File: config.mk
export PLATFORM = sky130hd
export DESIGN_NAME = triangle_vertex_ctrl
export DESIGN_NICKNAME = d
export VERILOG_FILES = /design/src/rtl/triangle_vertex_ctrl.sv
export SDC_FILE = /design/constraint.sdc
export NUM_CORES = 1
export LEC_CHECK = 0
export BUFFER_PORTS_ARGS = -buffer_cell sky130_fd_sc_hd__buf_2
export CAP_MARGIN = 20
export CORE_ASPECT_RATIO = 0.5
export CORE_UTILIZATION = 25
export DETAILED_ROUTE_END_ITERATION = 7
export HOLD_SLACK_MARGIN = 0.03
export SLEW_MARGIN = 20
export SYNTH_ARGS = -nofsm -noshare
export SYNTH_HDL_FRONTEND = slang
export SYNTH_SLANG_ARGS = --single-unit
export TNS_END_PERCENT = 30
File: constraint.sdc
create_clock -name CLOCK_50 -period 5.8 [get_ports CLOCK_50]
set_input_delay 0.29 -clock CLOCK_50 [delete_from_list [all_inputs] [get_ports CLOCK_50]]
set_output_delay 0.29 -clock CLOCK_50 [all_outputs]
set_load 0.005 [all_outputs]
File: src/rtl/triangle_vertex_ctrl.sv
// Vertex editor for the VGA triangle renderer.
// Four active-low board keys are synchronised, debounced and edge-detected.
// KEY[0]/KEY[1] step the selected coordinate up/down, with auto-repeat while held.
// KEY[2] toggles the edited axis, and KEY[3] cycles through the three vertices.
// Edits land in shadow registers and are copied to the ponto outputs only on frame_start.
// Ports:
//   CLOCK_50, reset        clock and synchronous active-high reset
//   KEY[3:0]               raw push buttons (0 = pressed)
//   frame_start            one-cycle commit strobe from the renderer
//   ponto{1,2,3}_{x,y}     committed vertex coordinates
//   sel_vertex, sel_axis   current edit selection
//   pending                shadow holds uncommitted changes
module triangle_vertex_ctrl #(
  parameter int unsigned DEBOUNCE_CYCLES = 500000,
  parameter int unsigned REPEAT_DELAY    = 25000000,
  parameter int unsigned REPEAT_PERIOD   = 2500000,
  parameter int unsigned STEP_X          = 4,
  parameter int unsigned STEP_Y          = 2,
  parameter int unsigned X_MIN           = 285,
  parameter int unsigned X_MAX           = 1554,
  parameter int unsigned Y_MIN           = 35,
  parameter int unsigned Y_MAX           = 514,
  parameter int unsigned P1_X            = 400,
  parameter int unsigned P1_Y            = 80,
  parameter int unsigned P2_X            = 700,
  parameter int unsigned P2_Y            = 500,
  parameter int unsigned P3_X            = 1200,
  parameter int unsigned P3_Y            = 450
) (
  input  logic        CLOCK_50,
  input  logic        reset,
  input  logic [3:0]  KEY,
  input  logic        frame_start,
  output logic [10:0] ponto1_x,
  output logic [9:0]  ponto1_y,
  output logic [10:0] ponto2_x,
  output logic [9:0]  ponto2_y,
  output logic [10:0] ponto3_x,
  output logic [9:0]  ponto3_y,
  output logic [1:0]  sel_vertex,
  output logic        sel_axis,
  output logic        pending
);

  localparam int unsigned DB_W   = (DEBOUNCE_CYCLES > 1) ? $clog2(DEBOUNCE_CYCLES) : 1;
  localparam int unsigned RC_MAX = (REPEAT_DELAY > REPEAT_PERIOD) ? REPEAT_DELAY : REPEAT_PERIOD;
  localparam int unsigned RC_W   = (RC_MAX > 1) ? $clog2(RC_MAX) : 1;
  localparam int unsigned CW     = 12;

  typedef enum logic [1:0] {RPT_IDLE, RPT_HOLD, RPT_REPEAT} rpt_state_e;

  // Two-flop synchroniser; flops reset to the released level (KEY high)
  logic [3:0] sync1, sync2, sample, db_state, db_prev, press;

  always_ff @(posedge CLOCK_50) begin
    if (reset) begin
      sync1   <= 4'hF;
      sync2   <= 4'hF;
      db_prev <= 4'h0;
    end else begin
      sync1   <= KEY;
      sync2   <= sync1;
      db_prev <= db_state;
    end
  end

  assign sample = ~sync2;
  assign press  = db_state & ~db_prev;

  // Per-key debounce: count consecutive samples that disagree with the accepted state
  for (genvar k = 0; k < 4; k++) begin : g_db
    logic [DB_W-1:0] cnt;
    logic            state;

    always_ff @(posedge CLOCK_50) begin
      if (reset) begin
        cnt   <= '0;
        state <= 1'b0;
      end else if (sample[k] == state) begin
        cnt <= '0;
      end else if (cnt == DB_W'(DEBOUNCE_CYCLES - 1)) begin
        state <= ~state;
        cnt   <= '0;
      end else begin
        cnt <= cnt + 1'b1;
      end
    end

    assign db_state[k] = state;
  end

  // Auto-repeat for inc (0) and dec (1); the press itself is the first move
  logic [1:0] move;

  for (genvar k = 0; k < 2; k++) begin : g_rpt
    rpt_state_e      state, state_next;
    logic [RC_W-1:0] cnt, cnt_next;
    logic            mv;

    always_ff @(posedge CLOCK_50) begin
      if (reset) begin
        state <= RPT_IDLE;
        cnt   <= '0;
      end else begin
        state <= state_next;
        cnt   <= cnt_next;
      end
    end

    always_comb begin
      state_next = state;
      cnt_next   = cnt;
      mv         = 1'b0;
      unique case (state)
        RPT_IDLE: begin
          if (press[k]) begin
            state_next = RPT_HOLD;
            cnt_next   = '0;
            mv         = 1'b1;
          end
        end
        RPT_HOLD: begin
          if (!db_state[k]) begin
            state_next = RPT_IDLE;
            cnt_next   = '0;
          end else if (cnt == RC_W'(REPEAT_DELAY - 1)) begin
            state_next = RPT_REPEAT;
            cnt_next   = '0;
            mv         = 1'b1;
          end else begin
            cnt_next = cnt + 1'b1;
          end
        end
        RPT_REPEAT: begin
          if (!db_state[k]) begin
            state_next = RPT_IDLE;
            cnt_next   = '0;
          end else if (cnt == RC_W'(REPEAT_PERIOD - 1)) begin
            cnt_next = '0;
            mv       = 1'b1;
          end else begin
            cnt_next = cnt + 1'b1;
          end
        end
        default: begin
          state_next = RPT_IDLE;
          cnt_next   = '0;
        end
      endcase
    end

    assign move[k] = mv;
  end

  // Shadow coordinates being edited
  logic [10:0] sx [3];
  logic [9:0]  sy [3];

  // Saturating step on the currently selected coordinate
  logic          inc_ev, dec_ev, changed;
  logic [CW-1:0] cur_val, step, lim_min, lim_max, new_val;

  assign inc_ev = move[0] & ~move[1];
  assign dec_ev = move[1] & ~move[0];

  always_comb begin
    cur_val = sel_axis ? CW'(sy[0]) : CW'(sx[0]);
    case (sel_vertex)
      2'd1:    cur_val = sel_axis ? CW'(sy[1]) : CW'(sx[1]);
      2'd2:    cur_val = sel_axis ? CW'(sy[2]) : CW'(sx[2]);
      default: ;
    endcase
    step    = sel_axis ? CW'(STEP_Y) : CW'(STEP_X);
    lim_min = sel_axis ? CW'(Y_MIN)  : CW'(X_MIN);
    lim_max = sel_axis ? CW'(Y_MAX)  : CW'(X_MAX);
    new_val = cur_val;
    if (inc_ev) begin
      new_val = (cur_val + step > lim_max) ? lim_max : cur_val + step;
    end else if (dec_ev) begin
      new_val = (cur_val < lim_min + step) ? lim_min : cur_val - step;
    end
  end

  assign changed = (new_val != cur_val);

  // Shadow, selection, commit and pending state
  always_ff @(posedge CLOCK_50) begin
    if (reset) begin
      sx[0] <= 11'(P1_X);  sy[0] <= 10'(P1_Y);
      sx[1] <= 11'(P2_X);  sy[1] <= 10'(P2_Y);
      sx[2] <= 11'(P3_X);  sy[2] <= 10'(P3_Y);
      ponto1_x <= 11'(P1_X);  ponto1_y <= 10'(P1_Y);
      ponto2_x <= 11'(P2_X);  ponto2_y <= 10'(P2_Y);
      ponto3_x <= 11'(P3_X);  ponto3_y <= 10'(P3_Y);
      sel_vertex <= 2'd0;
      sel_axis   <= 1'b0;
      pending    <= 1'b0;
    end else begin
      if (changed) begin
        if (sel_axis) begin
          case (sel_vertex)
            2'd1:    sy[1] <= new_val[9:0];
            2'd2:    sy[2] <= new_val[9:0];
            default: sy[0] <= new_val[9:0];
          endcase
        end else begin
          case (sel_vertex)
            2'd1:    sx[1] <= new_val[10:0];
            2'd2:    sx[2] <= new_val[10:0];
            default: sx[0] <= new_val[10:0];
          endcase
        end
      end
      // Commit copies the pre-move shadow; a coincident change keeps pending set
      if (frame_start) begin
        ponto1_x <= sx[0];  ponto1_y <= sy[0];
        ponto2_x <= sx[1];  ponto2_y <= sy[1];
        ponto3_x <= sx[2];  ponto3_y <= sy[2];
      end
      if (changed)          pending <= 1'b1;
      else if (frame_start) pending <= 1'b0;
      if (press[2]) sel_axis <= ~sel_axis;
      if (press[3]) sel_vertex <= (sel_vertex == 2'd2) ? 2'd0 : sel_vertex + 2'd1;
    end
  end

endmodule

After elaboration in Yosys (flattened, before gate mapping)
Memory sizes are Yosys's and may differ from the RTL's.
Index checks and enable logic that the tools add are counted.
{"block": "word_totals", "memories": 2, "regBits": 213, "output_inout_bits": 67, "in_bits": 7, "mem_bits_rw": 63, "wordCells": 182}
{"name": "sx", "depth": 3, "word_bits": 11, "read_ports": 3, "rd_ports_with_merged_regs": 0, "wr": 3, "line_no": "156", "source": "logic [10:0] sx [3];"}
{"name": "sy", "depth": 3, "word_bits": 10, "read_ports": 3, "rd_ports_with_merged_regs": 0, "wr": 3, "line_no": "157", "source": "logic [9:0] sy [3];"}
{"block": "op_classes", "n_addsub": 10, "n_eq_ne": 25, "magnitude_cmp": 2, "reduce_logical": 14, "mux": 83, "bitwise_logic": 22}
{"cell": "$mux 25", "count": 10}
{"cell": "$pmux 25 s3", "count": 2}
{"cell": "$mux 11", "count": 7}
{"cell": "$add 19x1->19 const B", "count": 4}
{"cell": "$eq 19x19->1 const B", "count": 4}
{"cell": "$add 25x1->25 const B", "count": 2}
{"cell": "$eq 25x22->1 const B", "count": 2}
{"cell": "$eq 25x25->1 const B", "count": 2}
{"cell": "$mux 12", "count": 4}
{"cell": "$mux 1", "count": 41}
{"cell": "$mux 10", "count": 3}
{"cell": "$pmux 11 s2", "count": 1}
{"cell": "$mux 2", "count": 9}
{"cell": "$add 12x3->12", "count": 1}
{"cell": "$gt 12x11->1", "count": 1}
{"cell": "$lt 12x10->1", "count": 1}
{"cell": "$ne 12x12->1", "count": 1}
{"cell": "$pmux 2 s3", "count": 2}
{"cell": "$reduce_or 3->1", "count": 4}
{"cell": "$sub 12x3->12", "count": 1}
{"cell": "$not 1->1", "count": 11}
{"cell": "$add 9x3->10", "count": 1}
{"cell": "$mux 9", "count": 1}
{"cell": "$ne 2x2->1 const B", "count": 4}
{"cell": "16 further kinds", "count": 37}

Depth between registers and ports, before layout
{"block": "depth", "depth_word": 13, "ltp_mapped": 25, "depth_no_buf": 21}

Least setup slack after synthesis
OpenSTA, ideal clock, no wires.
{"block": "synth_path", "path_kind": "reg2reg", "start": "register sel_vertex[0]", "end": "memory sx[1][0] (netlist: sx[0][11]), enable pin", "stages_incl_launch_ff": 23, "t_required_ps": 5508, "setup_time_ps": 292, "setup_slack_ps": 231, "period_less_slack_ps": 5569, "arrival_ps": 5277, "path_buffers": 4, "cell_sequence": "dfxtp_1 > inv_1 > ha_1 > buf_2 > buf_2 > buf_1 > inv_1 > a221oi_1 > a21oi_1 > ha_1 > a21o_1 > nand3_1 > nor3_1 > xnor2_1 > ha_1 > and3_1 > o31ai_1 > a31oi_1 > a2111o_1 > a2111o_1 > or3_4 > buf_6 > a31o_1"}
{"item": "start, declared", "line_no": "40", "source": "output logic [1:0] sel_vertex,"}
{"item": "start signal, assigned", "line_no": "223", "source": "if (press[3]) sel_vertex <= (sel_vertex == 2'd2) ? 2'd0 : sel_vertex + 2'd1;"}
{"item": "end, declared", "line_no": "156"}

==> flow_metrics.py <==
metrics = {
    "layout": {
        "fillCellCount": 5516,
        "fin_util": 0.2960,
        "final_area_um2": 15470,
        "n_antenna_cell": 0,
        "final_nets": 1512,
        "final_cells": 2201,
        "area_delta_synth_final_pct": 16.37,
        "layout-drive-gt1-share": 0.1360,
    },
    "route": {
        "drt_iter0_markers": 667,
        "avgRoutedWirePerCell_um": 15.83,
        "via_count": 10430,
        "routed_wl_um": 34840,
        "drc": 0,
        "dr.pass1.iters": 6,
        "drtAntennaViolNets": 0,
        "via_per_inst": 4.739,
    },
    "sta": {
        "hold_violations": 0,
        "setup_viol": 0,
        "period_needed_ns": 5.550,
        "period_share": 0.9569,
        "drv_slew": 0,
        "finalHoldWorstSlack_ns": 0.1624,
        "tightest_slew_ns": 0.8910,
        "rsz0062_at_grt": "no",
        "fmax_mhz": 180.2,
        "fin_worst_skew_ns": 0.02773,
        "fin_ws_ns": 0.2501,
        "setup_tns_ns": 0,
        "timing.slew.headroom": 0.4060,
    },
    "power_and_ir_drop": {
        "design_power_total_mw": 4.889,
        "p_leak_nw": 5.522,
        "powerDensity_nw_per_um2": 316.0,
        "ir_drop_mv": 0.2104,
    },
    "synthesis": {
        "synth_top_family_by_area": "simple AND/OR/NAND/NOR gates",
        "synth_cell_type_count": 80,
        "ys_seq_area_frac": 0.4631,
        "yosysTopAreaCell": "dfxtp_1",
        "yosys-top-cells-area": "dfxtp_1 32%, edfxtp_1 14%, nor2_1 6.8%, xor2_1 4.4%, mux2i_1 4.1%",
        "synth-warning-count": 0,
        "yosys-top-cells-count": "240 x nor2_1, 213 x dfxtp_1, 89 x nand2_1",
        "synthXorXnorAreaFrac": 0.07708,
        "synth_flop_cell": "dfxtp_1",
        "synth_most_common_cell": "nor2_1",
        "synth-simple-area-share": 0.2400,
        "synth_edf_count": 63,
        "syn_area_um2": 13290,
        "postSynthCellCount": 1406,
        "synth_top_cell_area_share": 0.3208,
        "synth_compound_area_frac": 0.1007,
        "syn-num-nets": 1440,
        "synthMuxAreaShare": 0.05929,
        "synth_area_per_cell_um2": 9.455,
        "async_flop_share": 0,
        "synth_seq_cells": 276,
        "synth-adder-area-share": 0.02654,
    },
    "clocking": {
        "htreeDepth": 1,
        "cts-root-buf": "clkbuf_16",
        "cts_setup_buffers": 0,
        "tritoncts.num_buffers": 29,
        "insertion_delay_ns": 0.57,
        "cts_tree": "built",
        "clk_pin_slew_ns": 0.07,
        "clockBufferDepth": 3,
        "numClockSinks": 276,
    },
    "placement": {
        "gp_congestion": 0.9387,
        "io_buffers": 73,
        "placed_area_um2": 14470,
        "place_inst": 2144,
        "dp_hpwl_um": 25290,
        "place_ws_ns": 0.2815,
    },
    "global_route": {
        "grt_use_total": 0.1263,
        "grt_max_degree": 72,
        "antenna_found_initial": 0,
        "grt_first_pass_wirelength_um": 54890,
        "overflow": 0,
        "grt_pass1_vias": 9797,
    },
    "worst_setup_path": {
        "cp_data_arrival_time_ns": 5.84,
        "criticalPathCategory": "flip-flop to flip-flop",
        "worstSetupEndpointType": "flip-flop",
        "cp-startpoint": "sel_vertex[0]",
        "crit_fanout": 23,
        "r2r_start": "sel_vertex[0]",
        "required_ns": 6.09,
        "ff2ff_path_depth": 18,
        "rr_endpoint": "sx[0][1]",
        "start_kind": "flip-flop",
        "cp-endpoint": "sx[0][1]",
        "r2r_slack_ns": 0.25,
    },
    "outcome": {
        "status": "finished, final reports clean",
    },
    "die": {
        "fp.dieArea_um2": 54160,
        "initial_utilization": 0.2544,
        "row_count": 59,
        "num_io_pins": 74,
        "die_h_um": 165.1,
        "die_x_um": 328.1,
        "core_region_area_um2": 52270,
    },
    "run": {
        "timing.max_cap.violations": 0,
    },
    "hold_path": {
        "min-delay-path-class": "primary input to flip-flop",
    },
}
[worst max-delay path, cell delays in order (launching register included)]
cell and delay (ns):
dfxtp_1 0.38, inv_1 0.09, ha_1 0.33, inv_1 0.19, a221oi_1 0.08, a21oi_1 0.46
ha_1 0.37, a21o_1 0.22, nand3_1 0.18, nor3_1 0.10, xnor2_1 0.26, ha_1 0.30
and3_1 0.20, o31ai_1 0.29, a31oi_1 0.14, a2111o_1 0.39, a2111o_1 0.41, or3_4 0.46
a31o_2 0.41
[metal layers]
layer	track usage	routed length, µm	up-vias
li1	-	-	5164
met3	0.02592	1886	60
met2	0.2033	15720	272
met1	0.1682	16120	4935
met4	0.04354	1111	0
met5	0	0	-
[flip-flops by register name (all words and copies together), names as in the netlist, 11 cells and up]
register   flops
sy            30
ponto3_x      11
g_db.cnt      76
g_rpt.cnt     50
sx            33
ponto1_x      11
ponto2_x      11
[kinds of logic (layout without fill, tap and decap cells)]
| kind of cell | count (synthesis) | in the layout |
|---|---|---|
| AND/OR/NAND/NOR | 636 | 636 |
| flip-flops | 276 | 276 |
| AO/OA/AOI/OAI | 180 | 180 |
| XOR/XNOR | 117 | 117 |
| buffers and inverters | 102 | 196 |
| multiplexers | 68 | 68 |
| adder cells (fa/ha/maj) | 27 | 27 |
[layout make-up]
| type | instances | area (µm²) | area share |
|---|---|---|---|
| Multi-Input combinational cell | 1028 | 6705 | 0.4334 |
| Sequential cell | 276 | 6156 | 0.3979 |
| Tap cell | 701 | 877.1 | 0.05670 |
| Clock buffer | 32 | 747.0 | 0.04829 |
| Timing Repair Buffer | 109 | 654.4 | 0.04230 |
| Clock inverter | 21 | 200.2 | 0.01294 |
| Inverter | 34 | 130.1 | 0.008412 |
[worst min-delay path by stage]
| stage | startpoint | endpoint | depth (start not counted) |
|---|---|---|---|
| after CTS | frame_start | ponto2_x[3] | 2 |
| final | frame_start | ponto2_y[4] | 2 |
| after global placement | sync1[3] | sync2[3] | 1 |
| after floorplan | sync1[0] | sync2[0] | 1 |
| after detailed placement | sync1[3] | sync2[3] | 1 |
| after global routing | frame_start | ponto3_x[7] | 2 |
[repair_timing]
action	CTS	global route
resized for setup	0	5
hold buffers	4	0
endpoints found under the setup margin	0	63
endpoints found under the hold margin	4	0
[power by group]
| part | internal [mW] | switching, mW |
|---|---|---|
| clock network | 1.07 | 0.795 |
| logic | 0.302 | 0.547 |
| registers | 2.09 | 0.0860 |
| total | 3.46 | 1.43 |
[cell usage in the layout, fill, tap and decap left out, types with 8 or more instances in the layout]
cell and instances:
a31o_2 8, and3_1 45, nor4_1 15, a211o_1 25, and4_1 8, xnor2_1 50, o21ai_0 20, clkbuf_16 29
nor3_1 28, buf_4 33, inv_1 33, or2_2 10, a21oi_1 33, nor2_1 240, nand4_1 26, nand2_1 89
dfxtp_1 213, nor2b_1 34, or3_1 26, xor2_1 67, ha_1 25, edfxtp_1 63, nand3_1 59, mux2i_1 54
buf_2 71, mux4_2 8, a22o_1 14, clkinv_2 9, a22oi_1 8, nor4b_1 11
Power figures use the tool's default switching activity.
